==> src/rtl/d_mem_port_rv_pkg.sv <==
// Shared definitions for the memory-stage load/store port.
// Access-size encodings, FSM state codes and timeout counter width.
package d_mem_port_rv_pkg;

  localparam logic [1:0] MEM_ACCESS_BYTE      = 2'b00;
  localparam logic [1:0] MEM_ACCESS_HALF_WORD = 2'b01;
  localparam logic [1:0] MEM_ACCESS_WORD      = 2'b10;

  localparam int TIMEOUT_W = 16;

  typedef enum logic [1:0] {
    ST_IDLE,
    ST_BUSY,
    ST_RESP,
    ST_FAULT
  } dMemState_e;

endpackage

==> src/rtl/d_mem_lane_gen_rv.sv <==
// Byte-lane generator: byte enables, lane-replicated store data
// and alignment check from access size and low address bits.
module d_mem_lane_gen_rv
  import d_mem_port_rv_pkg::*;
(
  input  logic [1:0]  iwSize,
  input  logic [1:0]  iwAddrLo,
  input  logic [31:0] iwData,
  output logic [3:0]  owByteEn,
  output logic [31:0] owWData,
  output logic        owMisaligned
);

  always_comb begin
    owByteEn     = 4'b0000;
    owWData      = 32'd0;
    owMisaligned = 1'b0;
    unique case (1'b1)
      (iwSize == MEM_ACCESS_BYTE): begin
        owByteEn = 4'b0001 << iwAddrLo;
        owWData  = {4{iwData[7:0]}};
      end
      (iwSize == MEM_ACCESS_HALF_WORD): begin
        owByteEn     = 4'b0011 << iwAddrLo;
        owWData      = {2{iwData[15:0]}};
        owMisaligned = iwAddrLo[0];
      end
      // word and the unused encoding both take full-word rules
      default: begin
        owByteEn     = 4'b1111;
        owWData      = iwData;
        owMisaligned = |iwAddrLo;
      end
    endcase
  end

endmodule

==> src/rtl/d_mem_port_rv.sv <==
// Memory-stage load/store port: req/ack bus handshake, pipeline
// stall, ack timeout and capture of the raw read word.
module d_mem_port_rv
  import d_mem_port_rv_pkg::*;
#(
  parameter int P_TIMEOUT = 255
) (
  input  logic        iwClk,
  input  logic        iwReset,
  input  logic        iwValid,
  input  logic        iwWrite,
  input  logic [31:0] iwAddress,
  input  logic [31:0] iwWriteData,
  input  logic [1:0]  iwDMemAccess,
  input  logic        iwDMemSignExtend,
  output logic        owStall,
  output logic        owMemReq,
  output logic        owMemWe,
  output logic [31:0] owMemAddr,
  output logic [31:0] owMemWData,
  output logic [3:0]  owMemByteEn,
  input  logic        iwMemAck,
  input  logic [31:0] iwMemRData,
  output logic        owValid,
  output logic        owIsLoad,
  output logic [31:0] owValue,
  output logic [31:0] owAddress,
  output logic [1:0]  owDMemAccess,
  output logic        owDMemSignExtend,
  output logic        owMisaligned,
  output logic        owBusError
);

  localparam logic [TIMEOUT_W-1:0] TO_LIMIT =
    TIMEOUT_W'(P_TIMEOUT - 1);
  localparam logic [TIMEOUT_W-1:0] TO_ONE = TIMEOUT_W'(1);

  dMemState_e state;
  dMemState_e stateNext;

  logic [TIMEOUT_W-1:0] toCnt;
  logic                 toErr;

  logic [31:0] reqAddr;
  logic [31:0] reqWData;
  logic [3:0]  reqByteEn;
  logic        reqWe;
  logic [1:0]  reqSize;
  logic        reqSign;

  logic [3:0]  laneByteEn;
  logic [31:0] laneWData;
  logic        laneMis;

  logic accept;
  logic finish;
  logic expire;

  d_mem_lane_gen_rv uLaneGen (
    .iwSize       (iwDMemAccess),
    .iwAddrLo     (iwAddress[1:0]),
    .iwData       (iwWriteData),
    .owByteEn     (laneByteEn),
    .owWData      (laneWData),
    .owMisaligned (laneMis)
  );

  always_comb begin
    stateNext    = state;
    accept       = 1'b0;
    finish       = 1'b0;
    expire       = 1'b0;
    owStall      = 1'b0;
    owMemReq     = 1'b0;
    owValid      = 1'b0;
    owBusError   = 1'b0;
    owMisaligned = 1'b0;
    unique case (state)
      ST_IDLE: begin
        owStall = iwValid;
        if (iwValid) begin
          if (laneMis) begin
            stateNext = ST_FAULT;
          end else begin
            stateNext = ST_BUSY;
            accept    = 1'b1;
          end
        end
      end
      ST_BUSY: begin
        owStall  = 1'b1;
        owMemReq = 1'b1;
        // an ack on the limit cycle still completes normally
        if (iwMemAck) begin
          finish = 1'b1;
        end else if (toCnt == TO_LIMIT) begin
          finish = 1'b1;
          expire = 1'b1;
        end
        if (finish) stateNext = ST_RESP;
      end
      ST_RESP: begin
        owValid    = 1'b1;
        owBusError = toErr;
        stateNext  = ST_IDLE;
      end
      ST_FAULT: begin
        owMisaligned = 1'b1;
        stateNext    = ST_IDLE;
      end
    endcase
  end

  always_ff @(posedge iwClk) begin
    if (iwReset) begin
      state            <= ST_IDLE;
      toCnt            <= '0;
      toErr            <= 1'b0;
      reqAddr          <= '0;
      reqWData         <= '0;
      reqByteEn        <= '0;
      reqWe            <= 1'b0;
      reqSize          <= '0;
      reqSign          <= 1'b0;
      owIsLoad         <= 1'b0;
      owValue          <= '0;
      owAddress        <= '0;
      owDMemAccess     <= '0;
      owDMemSignExtend <= 1'b0;
    end else begin
      state <= stateNext;
      if (accept) begin
        reqAddr   <= iwAddress;
        reqWData  <= laneWData;
        reqByteEn <= laneByteEn;
        reqWe     <= iwWrite;
        reqSize   <= iwDMemAccess;
        reqSign   <= iwDMemSignExtend;
        toCnt     <= '0;
      end else if ((state == ST_BUSY) && !iwMemAck) begin
        toCnt <= toCnt + TO_ONE;
      end
      if (finish) begin
        toErr            <= expire;
        owIsLoad         <= !reqWe;
        owValue          <= (iwMemAck && !reqWe) ? iwMemRData : '0;
        owAddress        <= reqAddr;
        owDMemAccess     <= reqSize;
        owDMemSignExtend <= reqSign;
      end
    end
  end

  assign owMemWe     = reqWe;
  assign owMemAddr   = {reqAddr[31:2], 2'b00};
  assign owMemWData  = reqWData;
  assign owMemByteEn = reqByteEn;

endmodule
==> config.mk <==
export PLATFORM = sky130hd
export DESIGN_NAME = d_mem_port_rv
export DESIGN_NICKNAME = d
export VERILOG_FILES = /design/src/rtl/d_mem_port_rv_pkg.sv /design/src/rtl/d_mem_lane_gen_rv.sv /design/src/rtl/d_mem_port_rv.sv
export SDC_FILE = /design/constraint.sdc
export NUM_CORES = 1
export LEC_CHECK = 0
export ABC_AREA = 1
export BUFFER_PORTS_ARGS = -buffer_cell sky130_fd_sc_hd__buf_4
export CAP_MARGIN = 20
export CORE_ASPECT_RATIO = 1.4
export CORE_MARGIN = 10
export CORE_UTILIZATION = 52
export DETAILED_ROUTE_END_ITERATION = 10
export PLACE_DENSITY = 0.82
export SYNTH_ARGS = -nofsm -noshare
export SYNTH_HDL_FRONTEND = slang
export SYNTH_SLANG_ARGS = --single-unit
==> constraint.sdc <==
create_clock -name iwClk -period 3.8 [get_ports iwClk]
set_clock_uncertainty 0.1 [all_clocks]
set_input_delay 0.19 -clock iwClk [delete_from_list [all_inputs] [get_ports iwClk]]
set_output_delay 0.19 -clock iwClk [all_outputs]
set_load 0.02 [all_outputs]
### Word level (Yosys, flattened, before mapping)

Cells that the tools add are included.
W data, S select, Z words.

* memories: 0
* input port bits: 104
* bits in registers: 159
* logic and storage cells: 56
* bits in writable memories: 0
* memory bits (read-only): 0
* latch bits: 0
* output and inout port bits: 142

* magnitude comparators: 0
* reduce and logical (&&, ||, !) cells: 10
* div/mod/pow operators: 0
* shifts and indexed selects: 2
* multiply operators: 0
* multiplexer cells: 22
* equal/unequal tests: 7
* add/sub/neg operators: 1
* bitwise operators: 0

Operator list (count)
* $pmux W32 S2: 1
* $mux W32: 1
* $add A16 B1 Y16 const B: 1
* $eq A16 B8 Y1 const B: 1
* $mux W1: 13
* $pmux W4 S2: 1
* $mux W2: 3
* $pmux W2 S3: 1
* $reduce_or A2 Y1: 3
* $eq A2 B1 Y1 const B: 2
* $eq A2 B2 Y1 const B: 2
* $logic_not A2 Y1: 2
* $ne A2 B2 Y1 const B: 2
* $pmux W1 S2: 2
* $shl A1 B2 Y4 const A: 1
* $shl A2 B2 Y4 const A: 1
* $logic_and A1 B1 Y1: 2
* $logic_not A1 Y1: 2
* $reduce_and A2 Y1: 1

### Longest topological paths before layout

Gate-level depths: netlist (run 1).

* depth after elaboration: 6
* gate-level depth with buffers: 11
* gate-level depth less buffers: 10

### Hierarchy

Synthesis (run 1) repeated with hierarchy kept, for this count alone.

* cell total of the unflattened synthesis: 986
* area, all modules: 7071.8 µm²

By module, submodules not included
* d_mem_port_rv: cells an instance 883, instances 1, area each 6553.8 µm²
* d_mem_lane_gen_rv: cells an instance 103, instances 1, area each 518.0 µm²

### Worst setup path before layout (run 1)

Ideal clock, no wire load.

* path kind: register to register
* from: register toCnt[0]
* to: register owAddress[10]
* required time: 3.630 ns
* arrival: 1.442 ns
* buffers on the path: 1
* slack: 2.187 ns
* cell stages (with the launch flop): 11
* setup time: 0.070 ns
* path through: dfxtp_1 inv_1 ha_1 nand3_1 nor2_2 nand2_1 nand2_2 nand2_2 clkbuf_1 nand2_1 a21oi_1

* word-level cells in the longest chain between the ends: 5

RTL lines
* from (decl): RTL line d_mem_port_rv.sv:41 `logic [TIMEOUT_W-1:0] toCnt;`
* from (signal assigned): RTL line d_mem_port_rv.sv:141 `toCnt <= toCnt + TO_ONE;`
* $eq A16 B8 Y1: RTL line d_mem_port_rv.sv:96 `end else if (toCnt == TO_LIMIT) begin`
* $mux W1: RTL line d_mem_port_rv.sv:96
* $mux W1: RTL line d_mem_port_rv.sv:94 `if (iwMemAck) begin`
* $mux W1 (2 in a row): RTL line d_mem_port_rv.sv:78 `unique case (state)`
* to (signal assigned): RTL line d_mem_port_rv.sv:147 `owAddress <= reqAddr;`
* to (decl): RTL line d_mem_port_rv.sv:27 `output logic [31:0] owAddress,`

No other way between the ends. The select of a mux whose other input is x is not followed.
A chain may end at the register's enable or synchronous reset.

### Final worst setup path (run 1)

* from: register toCnt[0]
* to: register owAddress[16]

Same word-level chain as after synthesis.

==> results.ini, run 1 <==
[worst_setup_path]
cp-startpoint = toCnt[0]
startpoint_type = flip-flop
reg2reg_depth = 9
worst_setup_path_end_kind = flip-flop
worstPathMaxFanout = 58
r2r-end = owAddress[16]
crit_type = reg2reg
crit_end = owAddress[16]
rrSetupSlack_ns = 1.14
required_ns = 3.98
critPathArrivalTime_ns = 2.84
reg2reg_from = toCnt[0]

[logic_synthesis]
synth_top_area_cell = dfxtp_1
ys_seq_elements = 159
synth_adder_area_share = 0.003573
netlist.area_leader.share = 0.4544
synth.most_common_cell = nand2_1
muxShareOfSynthArea = 0
synth_xor_xnor_area_share = 0.003751
synth_top_family_by_area = simple AND/OR/NAND/NOR gates
netlist_instances = 968
synth-edff-count = 0
synth_simple_gate_area_frac = 0.3044
synth_area_leaders = dfxtp_1, nand2_1, a21oi_1
synth_cell_type_count = 33
ys_seq_area_frac = 0.4544
synth_warnings = 0
synthTopCellsByCount = nand2_1, dfxtp_1, a21oi_1, nand3_1, nor2_1
synthFlopType = dfxtp_1
mappedNetlistArea_um2 = 7004
synth_compound_area_frac = 0.1300
synthArstFlopShare = 0
syn_avg_cell_area_um2 = 7.236

[power_and_ir_drop]
power_leakage_nw = 4.078
power_density_nw_per_um2 = 429.3
peakVddDrop_mv = 0.2903

[placement]
dpl.hpwl_um = 15670
io_buffers = 243
gp_congestion = 0.8937
dp_slack_ns = 1.169
place_area_um2 = 8566

[die]
design.core.area_um2 = 13260
rows = 50
die_y_um = 157.3
ios = 246
initial_core_util = 0.5281
die_w_um = 118.1
die-area_um2 = 18580

[drt]
post_drt_wl_per_cell_um = 17.06
drc_errors = 0
drt_iter0_markers = 614
via_count = 7391
postRouteAntennaNets = 0
wirelength_um = 23510
vias_per_cell = 5.364
first_pass_iters = 5

[worst_hold_path]
min_path_type = in2reg

[clocking]
post_cts_buffers = 0
root_buffer = clkbuf_16
clk_pin_slew_ns = 0.07
cts.sinks = 159
clk_path_buf_depth = 2
post_cts_resize_count = 0
ctsHoldBuffers = 45
htree_levels = 4
cts_tree = built
clk_latency_ns = 0.42
numCtsBuffers = 17

[finish]
n_antenna_cell = 0
finish.utilization = 0.7221
fin_area_um2 = 9577
drive_gt1_frac = 0.2584
final_nets = 1290
area_growth_pct = 36.73

[flow_run]
cap_violations = 0

[global_routing]
grt_pass1_vias = 7085
grt_pass1_wl_um = 36870
use_met2 = 0.3928
overflow = 0
gr-usage-all-layers = 0.2421
grt_antenna_before_repair = 0
groute.layer.met3.usage = 0.08175
grt_use_met1 = 0.2749
grt-busiest-layer = met2
grt_start_max_net_pins = 80

[timing]
setup_viol = 0
maxSlewViolCount = 0
tns_ns = 0
hold_viol = 0
slew_headroom = 0.3732
fmax_mhz = 375.7
setup_ws_ns = 1.139
period_needed_ns = 2.661
rsz0062_at_grt = no
worst_pin_slew_ns = 0.9368
min_period_over_period = 0.7004

[status]
status = finished, final reports clean

## registers in the layout, indices dropped and copies added, names as in the netlist, 2 cells and up
signal / count
state: 2
reqSize: 2
owValue: 32
owAddress: 32
owMemByteEn: 4
toCnt: 16
reqAddr: 32
owMemWData: 32
owDMemAccess: 2
## area by class of cell
cell class	count	area (um2)
sequential	159	3183
multi-input combinational	673	3119
timing repair buffer	296	2347
fill	1052	3686
clock buffer	18	429.2
inverter	37	138.9
clock inverter	13	131.4
tap	182	227.7
## cell usage in the layout, fill, tap and decap left out, drive strengths merged
cell	count
clkbuf	18
or2	3
nor3	3
a21oi	152
o21ai	18
o211ai	8
dlygate4sd3	45
nor2	65
nand3b	1
clkinvlp	5
conb	2
clkinv	3
inv	41
ha	2
nand3	144
and3	1
dfxtp	159
nand4	3
xnor2	1
nor3b	3
nand2	265
bufinv	1
xor2	2
buf	251
## where the power goes
group          switching [W]  internal [W]  total [W]
clock network       0.000706      0.000911    0.00162
logic               0.000426      0.000281   0.000707
registers          0.0000478       0.00174    0.00179
total                0.00118       0.00293    0.00411
## critical path, stage by stage (launching register included)
cell and delay (ns):
dfxtp_1 0.33, inv_1 0.09, ha_1 0.15, nand3_1 0.08, nor2_2 0.12, nand2_1 0.11
nand2_4 0.55, nand2_2 0.64, nand2_1 0.23, a21oi_1 0.09
## layer usage
metal	vias up	share of wire
met5	-	0
met4	0	0.041
met3	64	0.090
met2	377	0.48
met1	3366	0.39
li1	3584	-
## metrics by stage
stage          power (W)  std cells  hold slack, ns
2_1_floorplan   0.002231        969          0.2551
3_3_place_gp    0.002475       1302          0.3475
3_5_place_dp    0.002483       1302          0.3525
4_1_cts         0.004132       1378        0.001793
5_1_grt         0.004292       1378        0.008581
6_report        0.004112       1378        0.007558
## worst min path at each step
stage / slack (ns) / from / endpoint / cells past startpoint
after floorplan: 0.26 / iwWriteData[0] / owMemWData[0] / 2
after global placement: 0.35 / owAddress[25] / owAddress[25] / 2
after detailed placement: 0.35 / owMemWData[12] / owMemWData[12] / 2
after CTS: 0.002 / iwMemRData[22] / owValue[22] / 5
after global routing: 0.009 / iwAddress[29] / reqAddr[29] / 3
final: 0.008 / iwMemRData[30] / owValue[30] / 5
## cells by family (layout without fill, tap and decap cells)
family	after synthesis	after routing
adders and majority gates	2	2
buffers and inverters	137	364
AOI/OAI and AO/OA	178	178
other	1	2
and+or+nand+nor	488	488
xor gates and xnor gates	3	3
DFF	159	159
(Power assumes the default switching activity.)
==> inputs of run 2 (changes only) <==
--- a/config.mk
+++ b/config.mk
@@ -10,9 +10,9 @@
 export CAP_MARGIN = 20
 export CORE_ASPECT_RATIO = 1.4
 export CORE_MARGIN = 10
-export CORE_UTILIZATION = 52
+export CORE_UTILIZATION = 50
 export DETAILED_ROUTE_END_ITERATION = 10
-export PLACE_DENSITY = 0.82
+export PLACE_DENSITY = 0.79
 export SYNTH_ARGS = -nofsm -noshare
 export SYNTH_HDL_FRONTEND = slang
 export SYNTH_SLANG_ARGS = --single-unit
==> constraint.sdc (replaced) <==
create_clock -name iwClk -period 2.55 [get_ports iwClk]
set_clock_uncertainty 0.1 [all_clocks]
set_input_delay 0.1275 -clock iwClk [delete_from_list [all_inputs] [get_ports iwClk]]
set_output_delay 0.1275 -clock iwClk [all_outputs]
set_load 0.02 [all_outputs]
==> run 2 against run 1 <==
Compared with the run above: flip-flop and latch count is the same; worst hold slack gained 0.025 ns; highest routed layer is now met5; wire length grew 2.4%; sequential power grew 49%; setup slack lost 0.88 ns; design area grew 5.6%; cell count grew 3.9%; first-iteration DRC count shrank 6.5%.
==> results.ini, run 2 (synthesis gave the netlist of run 1 again) <==
[drt]
postRouteAntennaNets = 0  ; unchanged
first_pass_iters = 5  ; unchanged
wirelength_um = 24080  ; +2.4%
drc_errors = 0  ; unchanged
post_drt_wl_per_cell_um = 16.82  ; -1.4%
via_count = 7483  ; +1.2%
vias_per_cell = 5.226  ; -2.6%
drt_iter0_markers = 574  ; -6.5%

[worst_setup_path]
crit_end = reqSign
path_depth = 9  ; unchanged
cp_top_family = buffers and inverters
crit_slowest_cell = dlygate4sd3_1
reg2reg_from = state[0]
reg2reg_depth = 7  ; -2
critPathMaxStageDelay_ns = 0.55  ; -0.09 ns
worstPathMaxFanout = 50  ; -14%
crit_type = in2reg
cp-startpoint = iwAddress[0]
path_cells = dlygate4sd3_1, buf_4, nor2_1, nor2_1, nor2_4, buf_4, nand3_1, a21oi_1, dlygate4sd3_1
required_ns = 2.80  ; -1.18 ns
worst_setup_path_end_kind = flip-flop
r2r-end = reqSign
critPathArrivalTime_ns = 2.54  ; -0.30 ns
path_buf_inv = 4  ; +3
startpoint_type = input port
rrSetupSlack_ns = 0.43  ; -0.71 ns

[clocking]
htree_levels = 4  ; unchanged
clk_pin_slew_ns = 0.06  ; about the same
cts_tree = built
clk_path_buf_depth = 2  ; unchanged
ctsHoldBuffers = 86  ; +91%
post_cts_buffers = 0  ; unchanged
cts.sinks = 159  ; unchanged
clk_latency_ns = 0.42  ; about the same
root_buffer = clkbuf_16
numCtsBuffers = 17  ; unchanged
post_cts_resize_count = 0  ; unchanged

[timing]
slew_headroom = 0.5725  ; +0.1993
hold_viol = 0  ; unchanged
period_needed_ns = 2.289
setup_viol = 0  ; unchanged
min_period_over_period = 0.8977
worst_pin_slew_ns = 0.6413  ; -0.2955 ns
rsz0062_at_grt = no
fmax_mhz = 436.8
tns_ns = 0  ; unchanged
maxSlewViolCount = 0  ; unchanged

[die]
initial_core_util = 0.5058  ; -0.02229
design.core.area_um2 = 13850  ; +4.4%
die_y_um = 160.0  ; +1.7%
rows = 51  ; +2.0%
ios = 246  ; unchanged
die_w_um = 120.0  ; +1.6%
die-area_um2 = 19210  ; +3.4%

[placement]
dpl.hpwl_um = 15830  ; +1.1%
io_buffers = 243  ; unchanged
gp_congestion = 0.8535  ; -4.5%
placedCellCount = 1313  ; +0.84%
place_area_um2 = 8667  ; +1.2%

[finish]
final_nets = 1339  ; +3.8%
final_common_cell = nand2_1
fin_area_um2 = 10110  ; +5.6%
finalNonFillerCells = 1432  ; +3.9%
area_growth_pct = 44.35
final_cell_mix = nand2_1, buf_4, dfxtp_1, a21oi_1, nand3_1
drive_gt1_frac = 0.2560  ; -0.002342

[power_and_ir_drop]
seqPwrFrac = 0.424  ; -0.011
power_leakage_nw = 4.334  ; +6.3%
p_sw_frac = 0.2854  ; -0.001391
power_density_nw_per_um2 = 621.3  ; +45%
switching_power_w = 0.001793  ; +52%
peakVddDrop_mv = 0.4005  ; +38%
clock_power_share = 0.396  ; +0.003
p_int_w = 0.004489  ; +53%
p_comb_frac = 0.179  ; +0.007

[global_routing]
grt_pass1_wl_um = 38560  ; +4.6%
grt_antenna_before_repair = 2  ; +2
overflow = 0  ; unchanged
grt_start_max_net_pins = 96  ; +20%
gr-usage-all-layers = 0.2431  ; +0.001011
grt_pass1_vias = 7580  ; +7.0%

[flow_run]
cap_violations = 0  ; unchanged

[worst_hold_path]
min_path_type = in2reg

[status]
status = finished, final reports clean

==> run 2: changes by cell type in the layout (fill, tap and decap cells not counted) <==
cell and delta:
buf_12 +3, buf_4 +5, clkbuf_1 -1, clkbuf_8 +2, clkinv_2 +2, clkinvlp_4 -3, diode_2 +1, dlygate4sd3_1 +41
inv_6 +1
==> run 2: worst min path at each step <==
stage / from / endpoint / slack, ns / cells after the start
2_1_floorplan: iwWriteData[0] / owMemWData[0] / 0.19 / 2
3_3_place_gp: iwDMemSignExtend / reqSign / 0.31 / 3
3_5_place_dp: iwAddress[11] / reqAddr[11] / 0.32 / 3
4_1_cts: iwWriteData[31] / owMemWData[31] / 0.01 / 5
5_1_grt: iwDMemAccess[1] / reqSize[1] / 0.02 / 3
6_report: iwDMemAccess[1] / reqSize[1] / 0.03 / 3
==> run 2: layout make-up <==
type | instances | area, um2
Antenna cell | 1 | 2.502
Clock buffer | 19 | 452.9
Clock inverter | 13 | 127.6
Fill cell | 1052 | 3736
Inverter | 37 | 138.9
Multi-Input combinational cell | 673 | 3119
Sequential cell | 159 | 3183
Tap cell | 185 | 231.5
Timing Repair Buffer | 345 | 2855
==> run 2: stage by stage <==
stage               utilization  hold slack [ns]  setup slack [ns]  power (W)
CTS                      0.7300          0.01153            0.2728   0.006312
detailed placement       0.6259           0.3186            0.5693   0.003722
floorplan                     -           0.1926            0.9372   0.003325
global placement         0.6259           0.3136            0.6172   0.003712
finish                   0.7302          0.03236            0.2608   0.006282
global route             0.7302          0.02316           0.09344   0.006540
==> run 2: power by group through the flow <==
stage                     clock [W]  sequential, W  combinational [W]
after floorplan                   0        0.00279           0.000531
after global placement            0        0.00271           0.000998
after detailed placement          0        0.00272            0.00101
after CTS                   0.00253        0.00266            0.00112
after global routing        0.00264        0.00268            0.00122
final                       0.00249        0.00266            0.00113
==> run 2: worst reg2reg max path: stages, from the launching register on <==
cell and delay (ns):
dfxtp_1 0.34, inv_2 0.12, nand2_1 0.10, nor2_4 0.11
buf_4 0.45, nand3_1 0.14, a21oi_1 0.16, dlygate4sd3_1 0.55
==> run 2: metal layers <==
layer,routed length (um),global-route usage,vias up
li1,-,-,3682
met1,8949,0.2589,3387
met2,11640,0.4035,338
met3,2364,0.09315,74
met4,1127,0.1342,2
met5,7,0,-
